`src/rtl/fifo_byte_reader_pkg.sv`:
```
// Shared widths, types and byte-lane helper for the capture FIFO byte reader.
package fifo_byte_reader_pkg;

   localparam int unsigned FIFO_DATA_W        = 18;
   localparam int unsigned FRB_BYTES_PER_WORD = 3;
   localparam int unsigned FRB_COUNT_W        = 16;
   localparam int unsigned FRB_BYTE_W         = 8;
   localparam int unsigned FRB_IDX_W          = 2;
   localparam int unsigned FRB_OCC_W          = 2;

   typedef logic [FIFO_DATA_W-1:0] fifo_word_t;
   typedef logic [FRB_IDX_W-1:0]   byte_idx_t;

   localparam byte_idx_t                FRB_LAST_IDX  = byte_idx_t'(FRB_BYTES_PER_WORD - 1);
   localparam logic [FRB_COUNT_W-1:0]   FRB_COUNT_MAX = '1;
   localparam logic [FRB_OCC_W-1:0]     FRB_OCC_FULL  = FRB_OCC_W'(2);

   // Byte lane select: low byte first, top two data bits zero-extended last.
   function automatic logic [FRB_BYTE_W-1:0] word_byte(input fifo_word_t w, input byte_idx_t idx);
      logic [FRB_BYTE_W-1:0] b;
      b = '0;
      case (idx)
         byte_idx_t'(0): b = w[7:0];
         byte_idx_t'(1): b = w[15:8];
         default:        b = FRB_BYTE_W'(w[FIFO_DATA_W-1:16]);
      endcase
      return b;
   endfunction

endpackage

```
`src/rtl/fifo_word_skid.sv`:
```
// Two-entry word buffer (cur/nxt): pop shifts nxt into cur, push fills the
// lowest free slot after any pop in the same cycle.
module fifo_word_skid
   import fifo_byte_reader_pkg::*;
(
   input  logic                 cwusb_clk,
   input  logic                 reset_n,
   input  logic                 clear,
   input  logic                 push,
   input  fifo_word_t           push_data,
   input  logic                 pop,
   output logic                 cur_valid,
   output fifo_word_t           cur_data_nx_c,
   output logic                 cur_valid_nx_c,
   output logic [FRB_OCC_W-1:0] occupancy_c
);

   fifo_word_t cur_q, nxt_q, cur_d, nxt_d;
   logic       cur_v_q, nxt_v_q, cur_v_d, nxt_v_d;

   // Next-state: clear dominates, otherwise pop first, then push into lowest free slot.
   always_comb begin
      cur_d   = cur_q;
      nxt_d   = nxt_q;
      cur_v_d = cur_v_q;
      nxt_v_d = nxt_v_q;
      if (clear) begin
         cur_v_d = 1'b0;
         nxt_v_d = 1'b0;
      end else begin
         if (pop && cur_v_q) begin
            cur_d   = nxt_q;
            cur_v_d = nxt_v_q;
            nxt_v_d = 1'b0;
         end
         if (push) begin
            if (!cur_v_d) begin
               cur_d   = push_data;
               cur_v_d = 1'b1;
            end else begin
               nxt_d   = push_data;
               nxt_v_d = 1'b1;
            end
         end
      end
   end

   // Buffer registers.
   always_ff @(posedge cwusb_clk or negedge reset_n) begin
      if (!reset_n) begin
         cur_q   <= '0;
         nxt_q   <= '0;
         cur_v_q <= 1'b0;
         nxt_v_q <= 1'b0;
      end else begin
         cur_q   <= cur_d;
         nxt_q   <= nxt_d;
         cur_v_q <= cur_v_d;
         nxt_v_q <= nxt_v_d;
      end
   end

   assign cur_valid      = cur_v_q;
   assign cur_data_nx_c  = cur_d;
   assign cur_valid_nx_c = cur_v_d;
   assign occupancy_c    = FRB_OCC_W'(cur_v_q) + FRB_OCC_W'(nxt_v_q);

endmodule

```
`src/rtl/fifo_byte_reader.sv`:
```
// Capture FIFO drain engine: issues spaced FIFO reads, prefetches up to two
// words and serialises each 18-bit word into three bytes for the host.
module fifo_byte_reader
   import fifo_byte_reader_pkg::*;
(
   input  logic                   cwusb_clk,
   input  logic                   reset_n,
   input  logic                   I_fifo_empty,
   input  logic [FIFO_DATA_W-1:0] I_fifo_data,
   output logic                   O_fifo_read,
   input  logic                   I_flush,
   input  logic                   I_byte_read,
   output logic [FRB_BYTE_W-1:0]  O_byte,
   output logic                   O_byte_valid,
   input  logic                   I_clear_flags,
   output logic                   O_underflow,
   output logic [FRB_COUNT_W-1:0] O_word_count
);

   logic                   rd_q, rd_d;
   logic                   inflight_q, inflight_d;
   logic                   drop_q, drop_d;
   byte_idx_t              idx_q, idx_d;
   logic [FRB_BYTE_W-1:0]  byte_q, byte_d;
   logic                   byte_valid_q, byte_valid_d;
   logic                   underflow_q, underflow_d;
   logic [FRB_COUNT_W-1:0] word_count_q, word_count_d;

   logic                   push_c, pop_c, consume_c;
   logic                   cur_valid;
   fifo_word_t             cur_data_nx_c;
   logic                   cur_valid_nx_c;
   logic [FRB_OCC_W-1:0]   occupancy_c;

   fifo_word_skid u_skid (
      .cwusb_clk      (cwusb_clk),
      .reset_n        (reset_n),
      .clear          (I_flush),
      .push           (push_c),
      .push_data      (I_fifo_data),
      .pop            (pop_c),
      .cur_valid      (cur_valid),
      .cur_data_nx_c  (cur_data_nx_c),
      .cur_valid_nx_c (cur_valid_nx_c),
      .occupancy_c    (occupancy_c)
   );

   // Read issue, capture/drop tracking, byte index, flags and output byte next-state.
   always_comb begin
      rd_d         = 1'b0;
      inflight_d   = rd_q;
      drop_d       = drop_q;
      idx_d        = idx_q;
      underflow_d  = underflow_q;
      word_count_d = word_count_q;
      push_c       = 1'b0;
      consume_c    = 1'b0;
      pop_c        = 1'b0;

      // Empty flag is stale right after a read, so never issue back to back.
      rd_d = !I_fifo_empty && !I_flush && !rd_q && !inflight_q &&
             (occupancy_c < FRB_OCC_FULL);

      // Word from the previous read lands this edge unless flushed away.
      push_c = inflight_q && !drop_q && !I_flush;

      // Drop marks the outstanding read's word; it retires on the capture edge.
      if (inflight_q) begin
         drop_d = 1'b0;
      end else if (I_flush && rd_q) begin
         drop_d = 1'b1;
      end

      consume_c = I_byte_read && cur_valid && !I_flush;
      pop_c     = consume_c && (idx_q == FRB_LAST_IDX);

      if (I_flush) begin
         idx_d = '0;
      end else if (consume_c) begin
         idx_d = pop_c ? '0 : idx_q + byte_idx_t'(1);
      end

      // Underflow set beats clear.
      if (I_byte_read && !cur_valid) begin
         underflow_d = 1'b1;
      end else if (I_clear_flags) begin
         underflow_d = 1'b0;
      end

      // A completion coincident with clear leaves a count of one.
      if (I_clear_flags) begin
         word_count_d = pop_c ? FRB_COUNT_W'(1) : '0;
      end else if (pop_c && (word_count_q != FRB_COUNT_MAX)) begin
         word_count_d = word_count_q + FRB_COUNT_W'(1);
      end

      byte_valid_d = cur_valid_nx_c;
      byte_d       = cur_valid_nx_c ? word_byte(cur_data_nx_c, idx_d) : '0;
   end

   // Control and output registers.
   always_ff @(posedge cwusb_clk or negedge reset_n) begin
      if (!reset_n) begin
         rd_q         <= 1'b0;
         inflight_q   <= 1'b0;
         drop_q       <= 1'b0;
         idx_q        <= '0;
         byte_q       <= '0;
         byte_valid_q <= 1'b0;
         underflow_q  <= 1'b0;
         word_count_q <= '0;
      end else begin
         rd_q         <= rd_d;
         inflight_q   <= inflight_d;
         drop_q       <= drop_d;
         idx_q        <= idx_d;
         byte_q       <= byte_d;
         byte_valid_q <= byte_valid_d;
         underflow_q  <= underflow_d;
         word_count_q <= word_count_d;
      end
   end

   assign O_fifo_read  = rd_q;
   assign O_byte       = byte_q;
   assign O_byte_valid = byte_valid_q;
   assign O_underflow  = underflow_q;
   assign O_word_count = word_count_q;

endmodule
```
`config.mk`:
```
export PLATFORM = sky130hd
export DESIGN_NAME = fifo_byte_reader
export DESIGN_NICKNAME = d
export VERILOG_FILES = /design/src/rtl/fifo_byte_reader_pkg.sv /design/src/rtl/fifo_word_skid.sv /design/src/rtl/fifo_byte_reader.sv
export SDC_FILE = /design/constraint.sdc
export NUM_CORES = 1
export LEC_CHECK = 0
export CORE_AREA = 2 2 69 136
export CTS_BUF_LIST = sky130_fd_sc_hd__clkbuf_4 sky130_fd_sc_hd__clkbuf_8 sky130_fd_sc_hd__clkbuf_16
export DETAILED_ROUTE_END_ITERATION = 6
export DIE_AREA = 0 0 71 138
export PLACE_DENSITY = 0.69
export SETUP_SLACK_MARGIN = 0.4
export SYNTH_ARGS = -nofsm -noshare
export SYNTH_HDL_FRONTEND = slang
export SYNTH_SLANG_ARGS = --single-unit
```
`constraint.sdc`:
```
create_clock -name cwusb_clk -period 4.65 [get_ports cwusb_clk]
set_input_delay 0.465 -clock cwusb_clk [delete_from_list [all_inputs] [get_ports cwusb_clk]]
set_output_delay 0.465 -clock cwusb_clk [all_outputs]
set_load 0.1 [all_outputs]
```
==> flow_summary.json <==
{
  "status": "complete, no violations",
  "critPathMaxFanout": 29,
  "synthDominantCellAreaShare_pct": 49.7,
  "hpwl_um": 5990,
  "syn_to_final_growth_pct": 24.1,
  "syn_area_per_cell_sq_um": 10.6,
  "synth_edf_count": 0,
  "p_switching_mw": 0.465,
  "drc": 0,
  "rsz0062_at_grt": "false",
  "path_buf_inv": 1,
  "cts-resized-gates": 0,
  "crit_path_start": "u_skid.cur_valid",
  "internal_power_mw": 1.24,
  "die_area_sq_mm": 0.00980,
  "row_count": 49,
  "grt_pass1_wl_um": 14500,
  "powerDensity_mw_per_mm2": 401,
  "ys_seq_area_share_pct": 49.7,
  "crit_path_end_kind": "output port",
  "timing.final.crit_share_pct": 66.2,
  "dr.pass1.iters": 4,
  "clkPwrFrac_pct": 40.8,
  "io_buffers": 50,
  "grt_pass1_vias": 2946,
  "drive_above_1_share_pct": 11.2,
  "finalClockSkew_ps": 4.20,
  "finalSetupViolCount": 0,
  "ios": 51,
  "grt_antenna_before_repair": 0,
  "antenna_cells": 0,
  "final_nets": 387,
  "max_stage_delay_ps": 1290,
  "core_sq_mm": 0.00889,
  "cts_tree": "yes",
  "synth_area_leader_cell": "dfrtp_1",
  "max_freq_mhz": 325,
  "synth_commonest_cells": "dfrtp_1 (68), o21ai_0 (21), nand3_1 (20)",
  "fin_tns_setup_ps": 0,
  "routedWlPerCell_um": 18.6,
  "htree_num_levels": 3,
  "hold_path_class": "input port to async pin",
  "die_h_um": 138,
  "fin_util_pct": 47.8,
  "cts_setup_buffers": 0,
  "r2r_cells": 5,
  "fp.dieW_um": 71,
  "grt_max_degree": 49,
  "reg2reg_from": "u_skid.cur_valid",
  "netlist_area_sq_mm": 0.00342,
  "cp_cell_sequence": "clkdlybuf4s50_1",
  "swShare_pct": 27.3,
  "ant_nets": 0,
  "gp_congestion": 0.869,
  "critPathKind": "flip-flop to output port",
  "finalWirelength_um": 8720,
  "routed_via_density": 6.22,
  "yosysWarnings": 0,
  "critPathArrivalTime_ps": 2610,
  "synth_ff_type": "dfrtp_1",
  "clock_sinks": 68,
  "async_flop_share_pct": 100,
  "worst-r2r-setup-slack_ps": 1750,
  "vias": 2916,
  "p_leak_nw": 1.63,
  "synth_nets": 348,
  "combPwrFrac_pct": 16.5,
  "crit_family": "buffers and inverters",
  "relSlewSlack_pct": 30.8,
  "start_util_pct": 38.5,
  "total_power_mw": 1.70,
  "clk_path_buf_depth": 2,
  "cap_violations": 0,
  "clkTransAtPathRegs_ps": 60,
  "holdBufCountCts": 0,
  "synth.distinct_cells": 56,
  "clkLatencyLatePin_ps": 340,
  "crit_path_start_kind": "flip-flop",
  "hold_viol": 0,
  "yosys.cell_count.top_type": "dfrtp_1",
  "ir_drop_mv": 0.182,
  "crit_required_ps": 4180,
  "cts_buffers": 9,
  "timing.rr.end": "O_byte[7]",
  "synth_seq_cells": 68,
  "pwr-share-seq_pct": 42.7,
  "cp_slowest_cell": "clkdlybuf4s50_1",
  "cp-endpoint": "O_byte_valid",
  "tightest_slew_ps": 1040,
  "fin_crit_ps": 3080,
  "drv_slew": 0,
  "first_iter_violations": 167,
  "synthCells": 323,
  "grt_overflow_total": 0,
  "crit_cells": 1,
  "cts_root_buffer": "clkbuf_16",
  "grt_usage_pct": 18.8,
  "netlist_top_cells_area": "dfrtp_1 (50%), a311oi_1 (3.3%), a211oi_1 (3.3%), mux2_2 (3.3%), o21ai_0 (3.1%)"
}
[power groups by stage]
stage	Combinational, mW	Clock [mW]	Sequential [mW]
after global placement	0.270	0	0.732
after CTS	0.282	0.705	0.726
after global routing	0.308	0.724	0.736
after detailed placement	0.281	0	0.736
after floorplan	0.147	0	0.775
final	0.282	0.694	0.727
[per-layer routing]
| metal | wire (um) | track usage, % | part of all wire (%) | up-vias |
|---|---|---|---|---|
| met3 | 403 | 3.79 | 4.6 | 25 |
| li1 | - | - | - | 1348 |
| met4 | 288 | 10.7 | 3.3 | 0 |
| met1 | 3280 | 21.7 | 38 | 1445 |
| met5 | 0 | 0 | 0 | - |
| met2 | 4750 | 31.8 | 54 | 98 |
[layout make-up]
cell class | instances | area, sq um
inverters | 9 | 33.8
clock inverters | 5 | 50.0
well taps | 102 | 128
repair buffers | 55 | 533
clock buffers | 11 | 253
fillers | 835 | 4640
flip-flops and latches | 68 | 1700
multi-input cells | 219 | 1550
[cells by family after synthesis]
logic type	count (synthesis)	synth area share (%)
buffers and inverters	36	5.08
adder cells (fa/ha/maj)	1	0.366
AND/OR/NAND/NOR	81	14.8
AO/OA/AOI/OAI	118	23.8
flip-flops	68	49.7
multiplexers	19	6.25
[through the flow]
step | setup WS [ps] | instance area, sq um | instances | hold WS, ps
3_5_place_dp | 1300 | 3940 | 453 | 407
3_3_place_gp | 1390 | 3940 | 453 | 414
2_1_floorplan | 2110 | 3420 | 323 | 169
4_1_cts | 1580 | 4250 | 469 | 89.3
5_1_grt | 1430 | 4250 | 469 | 117
6_report | 1570 | 4250 | 469 | 79.4
[placed cells by master (no fill, tap or decap), types with 2 or more instances in the layout]
master	n
nand4_1	6
o31ai_1	9
nand3b_1	2
nand2_1	6
or2_2	2
nor2_1	6
or3_1	5
mux2_1	9
clkdlybuf4s50_1	49
dfrtp_1	68
nor3_1	3
a31oi_1	14
buf_4	5
a211oi_1	15
nand4b_1	2
a32o_1	2
o211ai_1	4
or2_1	2
o21a_1	6
mux2_2	10
clkinv_2	4
nand2b_1	2
inv_1	8
nand3_1	20
clkbuf_16	9
clkbuf_8	2
nor2b_1	3
o2111ai_1	6
or3b_2	2
a311oi_1	13
o221ai_1	2
o21ai_0	21
or4_1	10
a21oi_1	17
[worst min path at each step]
stage	startpoint	slack, ps	end	depth (start not counted)
2_1_floorplan	reset_n	170	O_byte[0]	0
3_3_place_gp	O_fifo_read	410	inflight_q	0
3_5_place_dp	O_fifo_read	410	inflight_q	0
4_1_cts	reset_n	90	O_word_count[6]	1
5_1_grt	reset_n	120	O_word_count[6]	1
6_report	reset_n	80	O_word_count[4]	1
[registers in the layout (all words and copies together), names as in the netlist]
name,count
u_skid.cur_q,18
u_skid.nxt_q,18
O_word_count,16
O_byte,8
idx_q,2
O_fifo_read,1
O_underflow,1
drop_q,1
inflight_q,1
u_skid.cur_valid,1
u_skid.nxt_v_q,1
(Power assumes the default switching activity.)
